[config.mk]
export PLATFORM = sky130hd
export DESIGN_NAME = lineattr_ctrl
export DESIGN_NICKNAME = d
export VERILOG_FILES = /design/src/rtl/lineattr_pkg.sv /design/src/rtl/lineattr_occupancy.sv /design/src/rtl/lineattr_ctrl.sv
export SDC_FILE = /design/constraint.sdc
export NUM_CORES = 1
export LEC_CHECK = 0
export BUFFER_PORTS_ARGS = -buffer_cell sky130_fd_sc_hd__buf_2
export CAP_MARGIN = 25
export CORE_MARGIN = 4
export CORE_UTILIZATION = 45
export DETAILED_ROUTE_END_ITERATION = 7
export PLACE_DENSITY = 0.74
export SETUP_SLACK_MARGIN = 0.5
export SLEW_MARGIN = 10
export SYNTH_ARGS = -nofsm -noshare
export SYNTH_HDL_FRONTEND = slang
export SYNTH_SLANG_ARGS = --single-unit
[constraint.sdc]
create_clock -name clk -period 2.5 [get_ports clk]
set_input_delay 0.25 -clock clk [delete_from_list [all_inputs] [get_ports clk]]
set_output_delay 0.25 -clock clk [all_outputs]
set_load 0.03 [all_outputs]
[src/rtl/lineattr_pkg.sv]
// Shared constants and types for the line attribute buffer write-port controller.
// Build option: LINEATTR_COLLISION_EN enables the occupancy tracker.
package lineattr_pkg;

  localparam int unsigned LINE_PIXELS = 256;
  localparam int unsigned IDX_W       = 8;
  localparam int unsigned ATTR_W      = 2;

  localparam logic [ATTR_W-1:0] ATTR_TRANSPARENT = 2'b00;
  localparam logic [IDX_W-1:0]  IDX_LAST         = IDX_W'(LINE_PIXELS - 1);

  typedef enum logic {
    S_CLEAR,
    S_OPEN
  } lineattr_state_t;

endpackage

[src/rtl/lineattr_occupancy.sv]
// Per-pixel occupancy map: combinational test, registered set, bulk clear.
// Only instantiated when LINEATTR_COLLISION_EN is defined.
module lineattr_occupancy
  import lineattr_pkg::*;
(
  input  logic             clk,
  input  logic             reset_n,
  input  logic             bulk_clr,
  input  logic             set_en,
  input  logic [IDX_W-1:0] idx,
  output logic             occupied
);

  logic [LINE_PIXELS-1:0] occ;

  assign occupied = occ[idx];

  // Map storage: bulk clear has priority over a single-bit set.
  always_ff @(posedge clk or negedge reset_n) begin
    if (!reset_n) begin
      occ <= '0;
    end else if (bulk_clr) begin
      occ <= '0;
    end else if (set_en) begin
      occ[idx] <= 1'b1;
    end
  end

endmodule

[src/rtl/lineattr_ctrl.sv]
// Write-port arbiter for the 256 x 2-bit line attribute buffer.
// A clear sequencer wipes the buffer once per line and always beats the renderer.
// Build option: LINEATTR_COLLISION_EN adds first-writer-wins occupancy tracking
// and a sticky sprite collision flag.
module lineattr_ctrl
  import lineattr_pkg::*;
(
  input  logic              clk,
  input  logic              reset_n,
  input  logic              clear_start,
  input  logic              rend_valid,
  input  logic [IDX_W-1:0]  rend_idx,
  input  logic [ATTR_W-1:0] rend_data,
  output logic              rend_ready,
  output logic              clear_busy,
  output logic              clear_done,
  output logic              collision,
  input  logic              collision_clr,
  output logic [IDX_W-1:0]  buf_idx,
  output logic [ATTR_W-1:0] buf_wrdata,
  output logic              buf_wren
);

  lineattr_state_t   state, state_nxt;
  logic [IDX_W-1:0]  clear_cnt, clear_cnt_nxt;
  logic [IDX_W-1:0]  idx_nxt;
  logic [ATTR_W-1:0] wrdata_nxt;
  logic              wren_nxt;
  logic              done_nxt;
  logic              rend_accept;

`ifdef LINEATTR_COLLISION_EN
  logic occ_clr;
  logic occ_set;
  logic occ_hit;
  logic coll_hit;
`endif

  assign clear_busy  = (state == S_CLEAR);
  assign rend_ready  = (state == S_OPEN) && !clear_start;
  assign rend_accept = rend_valid && rend_ready;

  // Next-state, clear sequencing and write-port selection.
  always_comb begin
    state_nxt     = state;
    clear_cnt_nxt = clear_cnt;
    idx_nxt       = buf_idx;
    wrdata_nxt    = buf_wrdata;
    wren_nxt      = 1'b0;
    done_nxt      = 1'b0;
`ifdef LINEATTR_COLLISION_EN
    occ_clr       = 1'b0;
    occ_set       = 1'b0;
    coll_hit      = 1'b0;
`endif
    if (clear_start) begin
      // Entering or restarting the clear: no buffer write on this edge.
      state_nxt     = S_CLEAR;
      clear_cnt_nxt = '0;
`ifdef LINEATTR_COLLISION_EN
      occ_clr       = 1'b1;
`endif
    end else begin
      case (state)
        S_CLEAR: begin
          wren_nxt      = 1'b1;
          idx_nxt       = clear_cnt;
          wrdata_nxt    = ATTR_TRANSPARENT;
          clear_cnt_nxt = clear_cnt + 1'b1;
          if (clear_cnt == IDX_LAST) begin
            done_nxt  = 1'b1;
            state_nxt = S_OPEN;
          end
        end
        S_OPEN: begin
          if (rend_accept) begin
`ifdef LINEATTR_COLLISION_EN
            // Transparent and second-writer requests complete the handshake but are dropped.
            if (rend_data != ATTR_TRANSPARENT) begin
              if (occ_hit) begin
                coll_hit = 1'b1;
              end else begin
                wren_nxt   = 1'b1;
                idx_nxt    = rend_idx;
                wrdata_nxt = rend_data;
                occ_set    = 1'b1;
              end
            end
`else
            wren_nxt   = 1'b1;
            idx_nxt    = rend_idx;
            wrdata_nxt = rend_data;
`endif
          end
        end
      endcase
    end
  end

  // State, counter and registered buffer port.
  always_ff @(posedge clk or negedge reset_n) begin
    if (!reset_n) begin
      state      <= S_CLEAR;
      clear_cnt  <= '0;
      buf_idx    <= '0;
      buf_wrdata <= '0;
      buf_wren   <= 1'b0;
      clear_done <= 1'b0;
    end else begin
      state      <= state_nxt;
      clear_cnt  <= clear_cnt_nxt;
      buf_idx    <= idx_nxt;
      buf_wrdata <= wrdata_nxt;
      buf_wren   <= wren_nxt;
      clear_done <= done_nxt;
    end
  end

`ifdef LINEATTR_COLLISION_EN
  lineattr_occupancy u_occ (
    .clk      (clk),
    .reset_n  (reset_n),
    .bulk_clr (occ_clr),
    .set_en   (occ_set),
    .idx      (rend_idx),
    .occupied (occ_hit)
  );

  // Sticky collision flag: a new collision outranks a clear request.
  always_ff @(posedge clk or negedge reset_n) begin
    if (!reset_n) begin
      collision <= 1'b0;
    end else if (coll_hit) begin
      collision <= 1'b1;
    end else if (collision_clr) begin
      collision <= 1'b0;
    end
  end
`else
  logic unused_collision_clr;
  assign unused_collision_clr = collision_clr;
  assign collision            = 1'b0;
`endif

endmodule

Word level (Yosys, flattened, before mapping)
Cells that the tools add are included.

word-level totals
  bits in registers = 21
  input bits = 15
  output and inout bits = 15

cells by class
  add/subtract/negate cells = 1
  equality and inequality tests = 3
  muxes and demuxes = 14
  bitwise operators = 2
  reductions and logical operators = 4

operator list
  kind                                                                      number
  8-bit two-way mux                                                         3
  8-bit one-hot mux with 2 select lines                                     1
  8-bit by 1-bit adder with 8-bit output (second input constant)            1
  8-bit == test (second input constant)                                     1
  1-bit two-way mux                                                         7
  2-bit one-hot mux with 2 select lines                                     1
  1-bit logical AND                                                         2
  2-bit two-way mux                                                         1
  2-bit by 1-bit inequality test with 1-bit output (second input constant)  1
  2-bit inequality test (second input constant)                             1
  1-bit inverter                                                            2
  1-bit one-hot mux with 2 select lines                                     1
  2-bit AND reduction                                                       1
  1-bit logical NOT                                                         1

Logic depth before layout (Yosys ltp)
Gate-level depths: netlist (run 1).

  word-level depth = 6
  mapped depth = 5

Least setup slack after synthesis (run 1)
No wires, ideal clock.

  path kind = reg-to-output
  from = register state
  to = output rend_ready
  arrival time = 1.347 ns
  data required time = 2.250 ns
  setup slack = 0.903 ns
  cell stages (with the launch flop) = 5
  path buffers = 2
  path through = dfrtp_1 -> buf_2 -> buf_2 -> inv_1 -> nor2_1

on the way
  longest elaborated chain between the ends = 1

ends and longest elaborated chain
  element                   line                  RTL
  start: declaration        lineattr_ctrl.sv:24   lineattr_state_t state, state_nxt;
  start signal: assignment  lineattr_ctrl.sv:110  state <= state_nxt;
  1-bit logical AND         lineattr_ctrl.sv:40   assign rend_ready = (state == S_OPEN) && !clear_start;
  end: declaration          lineattr_ctrl.sv:14   output logic rend_ready,

No other way between the ends.

Worst setup path in the final report (run 1)
Ends and elaborated chain as after synthesis.

==> results of run 1 <==
[cell usage after synthesis (all sizes together)]
master  instances
inv             2
xnor2           1
xor2            3
o31ai           1
ha              1
conb            1
clkbuf          2
a21o            1
o21ai           1
dfrtp          21
a21oi           5
nand2b          1
nor2            7
buf             3
mux2i           1
mux2           15
or4             1
nand4b          2
a31o            1
nor2b           3
nand3           1
nand3b          1
nand2           1
a22o            4
nand4           1
or3             1
and4            1
nor3            1
[metal layers]
metal / track usage [%] / wire [µm] / vias up
li1: - / - / 351
met1: 16.0 / 834 / 335
met2: 21.5 / 872 / 28
met3: 4.20 / 149 / 4
met4: 4.17 / 28 / 0
met5: 0 / 0 / -
[registers in the layout (all words and copies together) (netlist names)]
signal,cells
buf_idx,8
clear_cnt,8
buf_wrdata,2
buf_wren,1
clear_done,1
state,1
[final timing paths]
| path | endpoint | slack [ns] |
|---|---|---|
| min in group asynchronous | clear_done | 0.42 |
| setup / recovery | rend_ready | 0.66 |
| setup reg to reg | buf_idx[7] | 0.79 |
| hold / removal | buf_idx[5] | 0.29 |
| max in group asynchronous | buf_idx[5] | 1.77 |
| hold reg to reg | buf_idx[3] | 0.52 |
[power breakdown]
group / internal (mW) / total, mW / switching (mW)
Clock: 0.0597 / 0.161 / 0.101
Sequential: 0.350 / 0.360 / 0.00948
Combinational: 0.0290 / 0.0710 / 0.0420
Total: 0.439 / 0.591 / 0.152
[worst max-delay path, cell delays in order (launching register included)]
cell	delay, ns
dfrtp_1	0.81
inv_1	0.16
nor2_1	0.11
buf_2	0.20
[kinds of logic after synthesis]
kind of cell | count (synthesis)
flip-flops | 21
AND/OR/NAND/NOR | 21
multiplexers | 16
AO/OA/AOI/OAI | 13
buffers and inverters | 7
XOR/XNOR | 4
adder cells (fa/ha/maj) | 1
other | 1
[cell type report]
type | instances | area share (%)
clock buffer | 3 | 1.89
multi-input combinational | 56 | 37.8
clock inverter | 1 | 0.421
sequential | 21 | 44.2
timing repair buffer | 28 | 12.2
tap | 27 | 2.84
inverter | 2 | 0.632
[metrics by stage]
stage	hold WS [ns]	instances	util (%)	power, mW	instance area [µm²]
final	0.290	138	58.2	0.591	1190
after global routing	0.292	138	58.2	0.618	1190
after CTS	0.290	138	58.2	0.597	1190
after detailed placement	0.226	133	56.4	0.437	1150
after global placement	0.227	133	56.4	0.434	1150
after floorplan	-0.0456	84	-	0.409	1010
[what timing repair did]
item,4_1_cts,5_1_grt
endpoints found under the hold margin,21,0
hold buffers,1,0
buffers inserted,0,0
endpoints found under the setup margin,0,0
==> impl_metrics.ini, run 1 <==
[outcome]
status = finished clean

[floorplan]
die_height_um = 55.3
rows = 16
core_mm2 = 0.00204
die_area_mm2 = 0.00306
die-width_um = 55.3
initial_utilization_pct = 49.3
ios = 30

[clock_tree]
htreeDepth = 1
tritoncts = done
clkTransAtPathRegs_ns = 0.11
clock_path_buffers = 2
cts_root_buf = clkbuf_4
cts.sinks = 21
numCtsBuffers = 3
clk_latency_ns = 0.30
postCtsResizedCells = 0

[yosys]
synth-warning-count = 0
avgSynthCellArea_um2 = 12.0
yosysTopAreaCellShare_pct = 52.2
synth_seq_cells = 21
synthXorXnorAreaFrac_pct = 3.48
synthMuxAreaShare_pct = 17.8
syn_nets = 100
synthesis.instances = 84
ys_seq_area_share_pct = 52.2
synth_cell_types = 30
yosys.area.top_type = dfrtp_1
synth_area_mm2 = 0.00101
synth_top_family_by_area = multiplexers
synth-compound-area-share_pct = 9.19
synthAdderAreaFrac_pct = 1.24
synthSimpleGateAreaFrac_pct = 12.5
ys_top_cells_by_area = dfrtp_1, mux2_2, a22o_1, nor2_1, xor2_1

[timing]
worst_pin_slew_ns = 0.696
slew_headroom_pct = 53.6
setup_viol = 0
timing.fmax_ghz = 0.544
hold_viol_final = 0
slew_viol_final = 0
setup_tns_ns = 0
rsz0062_at_grt = no
clock_skew_ns = 0.00262
timing.final.ws_setup_ns = 0.662
fin_crit_sh_pct = 73.5
period_minus_slack_ns = 1.84

[global_routing]
grt_pass1_wl_mm = 3.25
track_usage_pct = 13.0
grt_max_degree = 22
antenna_found_initial = 0
grt_overflow = 0
grt_pass1_vias = 715

[final_layout]
final_nets = 128
fill_cells = 180
final_cell_mix = buf_2, dfrtp_1, mux2_2
area_growth_pct = 18.0
seq_area_um2 = 526
n_antenna_cell = 0
drive_gt1_share_pct = 45.9
multi_input_area_um2 = 449
final_common_cell = buf_2

[place]
hpwl_mm = 1.37
place_congestion = 0.779
io_buffers = 27
pre_cts_ws_ns = 0.774

[power]
leakagePower_nw = 0.615
peakVddDrop_v = 0.000278
power_density_mw_per_mm2 = 497

[run]
max_cap_viol_count = 0

[routing]
drt_wl_total_mm = 1.89
drc = 0
vias = 718
vias_per_cell = 5.20
ant_nets = 0
wl_per_cell_um = 13.7
drt_iter0_drc = 7
drt-pass1-iter-count = 4

[worst_hold_path]
hold_path_depth = 3
min_from = rend_idx[5]
min_path_type = in -> reg

[worst_setup_path]
worstSetupEndpointType = output port
path_class = reg -> out
worstPathMaxFanout = 20
critPathLaunchType = register
reg2regPathDepth = 2
regToRegStartpoint = state
arrival_ns = 1.59
crit_start = state
required_ns = 2.25
(Power assumes the default switching activity.)
==> run 2, diff against run 1 <==
==> constraint.sdc (replaced) <==
create_clock -name clk -period 1.9 [get_ports clk]
set_input_delay 0.19 -clock clk [delete_from_list [all_inputs] [get_ports clk]]
set_output_delay 0.19 -clock clk [all_outputs]
set_load 0.03 [all_outputs]
==> run 2 against run 1 <==
Against the previous run:
- global-route usage rose by 2.0 points
- critical path type is now reg -> reg
- first-iteration DRC count rose by 57%
- critical path depth rose by 1
==> impl_metrics.ini, run 2 (synthesis gave the netlist of run 1 again) <==
[worst_hold_path]
min_path_type = in -> reg
min_to = buf_idx[5]
min_from = rend_idx[5]
hold_path_depth = 3

[power]
power_density_mw_per_mm2 = 591
peakVddDrop_v = 0.000487
leakagePower_nw = 0.693

[clock_tree]
numCtsBuffers = 3
clkTransAtPathRegs_ns = 0.12
cts.sinks = 21
clk_latency_ns = 0.31
clock_path_buffers = 2
tritoncts = done
cts_root_buf = clkbuf_4
htreeDepth = 1

[worst_setup_path]
reg2regPathDepth = 4
crit_family = multiplexers
arrival_ns = 1.63
cp_cell_sequence = buf_6 -> buf_4 -> mux2_2 -> mux2_2
required_ns = 2.09
regToRegStartpoint = state
crit_top_cell = mux2_2
r2r_slack_ns = 0.47
crit_buf_inv = 2
worstPathMaxFanout = 5
worstSetupEndpointType = register
path_class = reg -> reg
critPathLaunchType = register
slowest_stage = dfrtp_4
worstReg2RegEnd = buf_idx[4]
max_stage_delay_ns = 0.51

[floorplan]
die_area_mm2 = 0.00306
die_height_um = 55.3
core_mm2 = 0.00204
die-width_um = 55.3
ios = 30
initial_utilization_pct = 49.3
rows = 16

[global_routing]
grt_pass1_wl_mm = 3.66
antenna_found_initial = 0
grt_pass1_vias = 803
grt_max_degree = 22
track_usage_pct = 15.0
grt_overflow = 0

[run]
max_cap_viol_count = 0

[final_layout]
multi_input_area_um2 = 505
fill_cells = 167
seq_area_um2 = 531
area_growth_pct = 35.4
top_regs = buf_idx: 8 flops, clear_cnt: 8 flops, buf_wrdata: 2 flops
drive_gt1_share_pct = 56.2
final_nets = 138
final_common_cell = buf_2
n_antenna_cell = 0
final_cell_mix = buf_2, dfrtp_1, mux2_2

[timing]
hold_viol_final = 0
rsz0062_at_grt = yes
slew_viol_final = 0
setup_tns_ns = 0
timing.final.ws_setup_ns = 0.466
period_minus_slack_ns = 1.43
fin_crit_sh_pct = 75.5
timing.fmax_ghz = 0.697
fin_hold_ws_ns = 0.231
clock_skew_ns = 0.00924
setup_viol = 0

[routing]
vias_per_cell = 5.30
ant_nets = 0
vias = 784
wl_per_cell_um = 14.9
drc = 0
drt_wl_total_mm = 2.21
drt-pass1-iter-count = 2
drt_iter0_drc = 11

[place]
hpwl_mm = 1.40
place_congestion = 0.754
pre_cts_ws_ns = 0.299
io_buffers = 27

[outcome]
status = finished clean
-- run 2: cell types whose count changed in the layout (fill, tap and decap cells not counted), moves of 2 or more --
cell,delta
mux2_2,-6
buf_6,+4
mux2_4,+6
buf_4,+6
buf_2,-2
a21oi_1,-2
dfrtp_1,-2
buf_8,+2
-- run 2: cell type report --
type                    instances  share of cell area [%]
clock buffers                   4                    1.93
inverters                       2                   0.917
repair buffers                 38                    18.7
flip-flops and latches         21                    38.9
multi-input cells              56                    37.1
well taps                      27                    2.48
-- run 2: stage by stage --
step	instances	cell area [µm²]	total power, mW	util, %
after floorplan	84	1010	0.538	-
after global placement	134	1170	0.574	57.1
after detailed placement	134	1170	0.578	57.1
after CTS	146	1320	0.804	64.6
after global routing	148	1360	0.846	66.8
final	148	1360	0.806	66.8
-- run 2: what timing repair did --
action,in CTS,in global routing
resized for setup,19,11
endpoints found under the setup margin,13,14
hold buffers,1,0
pin swaps,2,1
hold endpoints to repair,21,0
buffers inserted,7,2
cloned,0,0
-- run 2: tightest hold or removal path: stages --
cell and delay [ns]:
buf_2 0.07, a21o_1 0.11, mux2_4 0.13
-- run 2: per-layer routing --
metal  vias to the layer above  GRT usage (%)  part of all wire (%)
met4                         0           6.25                   1.5
met5                         -              0                     0
met3                         5           3.73                   5.4
met2                        23           24.8                    51
met1                       387           18.4                    42
li1                        369              -                     -
-- run 2: worst max path at each step --
stage / from / to / slack [ns] / cells past startpoint
5_1_grt: state / clear_cnt[7] / 0.41 / 4
3_3_place_gp: state / clear_cnt[5] / 0.32 / 3
3_5_place_dp: state / clear_cnt[5] / 0.30 / 3
6_report: state / buf_idx[4] / 0.47 / 4
2_1_floorplan: state / buf_idx[0] / 0.56 / 3
4_1_cts: state / rend_ready / 0.46 / 4
-- run 2: where the power goes --
group	internal, mW	switching (mW)
logic	0.0544	0.0640
clock network	0.0819	0.133
registers	0.461	0.0125
total	0.597	0.209
==> run 3, diff against run 2 <==
--- a/config.mk
+++ b/config.mk
@@ -5,6 +5,7 @@
 export SDC_FILE = /design/constraint.sdc
 export NUM_CORES = 1
 export LEC_CHECK = 0
+export ABC_AREA = 1
 export BUFFER_PORTS_ARGS = -buffer_cell sky130_fd_sc_hd__buf_2
 export CAP_MARGIN = 25
 export CORE_MARGIN = 4
==> constraint.sdc (replaced) <==
create_clock -name clk -period 1.38 [get_ports clk]
set_input_delay 0.138 -clock clk [delete_from_list [all_inputs] [get_ports clk]]
set_output_delay 0.138 -clock clk [all_outputs]
set_load 0.03 [all_outputs]
==> run 3 against run 2 <==
Against the previous run:
- sequential power up 42%
- cell count increased by 34%
- register-to-register slack worse by 0.42 ns
- highest routed layer unchanged
- largest power group unchanged
- sequential share of layout area fell by 6.6 points
==> impl_metrics.ini, run 3 <==
[worst_setup_path]
slowest_stage = dfrtp_1
crit_family = simple AND/OR/NAND/NOR gates
worstSetupEndpointType = register
critPathLaunchType = register
crit_top_cell = nor2_1
path_class = reg -> reg
crit_buf_inv = 0
cp_cell_sequence = ha_2 -> nand2_4 -> nor2_4 -> nand2_2 -> nor2_1 -> nand3_1 -> nor2_1
worstPathMaxFanout = 3
arrival_ns = 1.57
max_stage_delay_ns = 0.40
required_ns = 1.62

[global_routing]
grt_pass1_vias = 1014
grt_overflow = 0
grt_pass1_wl_mm = 4.37
grt_max_degree = 22
antenna_found_initial = 0
track_usage_pct = 20.4

[routing]
wl_per_cell_um = 16.8
drt-pass1-iter-count = 4
ant_nets = 0
vias_per_cell = 5.49
drt_wl_total_mm = 3.32
drt_iter0_drc = 58
vias = 1087
drc = 0

[yosys]
yosysTopAreaCellShare_pct = 52.7
ys_seq_area_share_pct = 52.7
synthesis.instances = 117
synth_most_common_cell = nand2_1
synthArstFlopShare_pct = 100
synth_seq_cells = 21
synth_edf_count = 0
synth_cell_types = 22
avgSynthCellArea_um2 = 8.52
synthTopCellsByCount = nand2_1, dfrtp_1, nor2_1, nand3_1
synth_area_um2 = 997
syn_nets = 133
synth-warning-count = 0
yosys.area.top_type = dfrtp_1
ys_top_cells_by_area = dfrtp_1, nand2_1, nor2_1, a31oi_1, nand3_1
ys.flop_type = dfrtp_1

[timing]
timing.fmax_ghz = 0.752
rsz0062_at_grt = yes
setup_tns_ns = 0
fin_crit_sh_pct = 96.4
hold_viol_final = 0
clock_skew_ns = 0.00453
setup_viol = 0
slew_viol_final = 0
period_minus_slack_ns = 1.33
timing.final.ws_setup_ns = 0.0497

[final_layout]
final_area_mm2 = 0.00163
multi_input_area_um2 = 564
fill_cells = 113
final_cell_mix = nand2_1, dfrtp_1, buf_4
n_antenna_cell = 0
final_common_cell = nand2_1
final_nets = 188
seq_area_um2 = 526
drive_gt1_share_pct = 46.8
top_regs = buf_idx: 8 flops, clear_cnt: 8 flops, buf_wrdata: 2 flops
area_growth_pct = 63.0
fin_util_pct = 79.6

[floorplan]
rows = 16
die_area_mm2 = 0.00303
die-width_um = 55.1
initial_utilization_pct = 48.8
die_height_um = 55.1
ios = 30
core_mm2 = 0.00204

[worst_hold_path]
min_path_type = in -> reg

[clock_tree]
tritoncts = done
cts_root_buf = clkbuf_4
clock_path_buffers = 2
clk_latency_ns = 0.31
numCtsBuffers = 3
cts.sinks = 21
clkTransAtPathRegs_ns = 0.12
htreeDepth = 1

[power]
p_total_mw = 1.31
leakagePower_nw = 0.789
peakVddDrop_v = 0.000594
power_density_mw_per_mm2 = 806

[place]
place_congestion = 0.724
placedInstanceArea_mm2 = 0.00116
io_buffers = 27
pre_cts_ws_ns = 0.170
hpwl_mm = 1.49

[outcome]
status = finished clean

[run]
max_cap_viol_count = 0
## run 3: cell types whose count changed after synthesis, moves of 4 or more
cell | previous run | this run
mux2_2 | 15 | 0
inv_1 | 2 | 7
nand2_1 | 1 | 32
a31oi_1 | 0 | 7
a22o_1 | 4 | 0
nand3_1 | 0 | 8
nor2_1 | 7 | 16
## run 3: area by class of cell
cell class | count | area share, %
inverters | 9 | 2.39
multi-input cells | 85 | 34.7
flip-flops and latches | 21 | 32.3
well taps | 27 | 2.08
clock buffers | 4 | 1.62
repair buffers | 52 | 26.9
## run 3: cell families (layout without fill, tap and decap cells)
| group | Yosys count | in the layout | share of synthesized area [%] |
|---|---|---|---|
| other | 1 | 1 | 0.376 |
| DFF | 21 | 21 | 52.7 |
| adders and majority gates | 1 | 1 | 1.25 |
| and+or+nand+nor | 67 | 69 | 30.5 |
| AOI/OAI and AO/OA | 14 | 14 | 8.66 |
| buffers and inverters | 13 | 65 | 6.53 |
## run 3: final timing paths
check / start / slack (ns) / cells past startpoint / to
max reg2reg: clear_cnt[1] / 0.05 / 7 / clear_done
min: rend_data[1] / 0.06 / 3 / buf_wrdata[1]
min reg2reg: clear_cnt[3] / 0.54 / 1 / clear_cnt[3]
min in group asynchronous: reset_n / 0.28 / 2 / buf_idx[2]
max in group asynchronous: reset_n / 0.79 / 2 / clear_cnt[7]
max: clear_cnt[1] / 0.05 / 7 / clear_done
## run 3: tightest hold or removal path: stages
cell and delay (ns):
buf_2 0.07, nand3_1 0.06, nand2_1 0.07
## run 3: layer usage
metal | track usage (%) | routed length [µm]
met3 | 4.02 | 260
met5 | 0 | 0
met2 | 36.4 | 1660
met4 | 11.7 | 90
met1 | 22.2 | 1310
## run 3: what timing repair did
action                     CTS  global route
buffers inserted            15             8
hold buffers                 1             0
pin swaps                    8             6
gates resized for setup     36            20
gates cloned                 2             0
setup endpoints to repair   35            35
hold endpoints to repair    21             0
## run 3: stage by stage
stage	hold WS (ns)	std cells
after floorplan	-0.158	117
after global placement	0.116	168
after detailed placement	0.114	168
after CTS	0.0589	190
after global routing	0.0707	198
final	0.0593	198
## run 3: report_power, final
group	switching [mW]	internal, mW
combinational	0.183	0.151
clock	0.191	0.113
sequential	0.0250	0.646
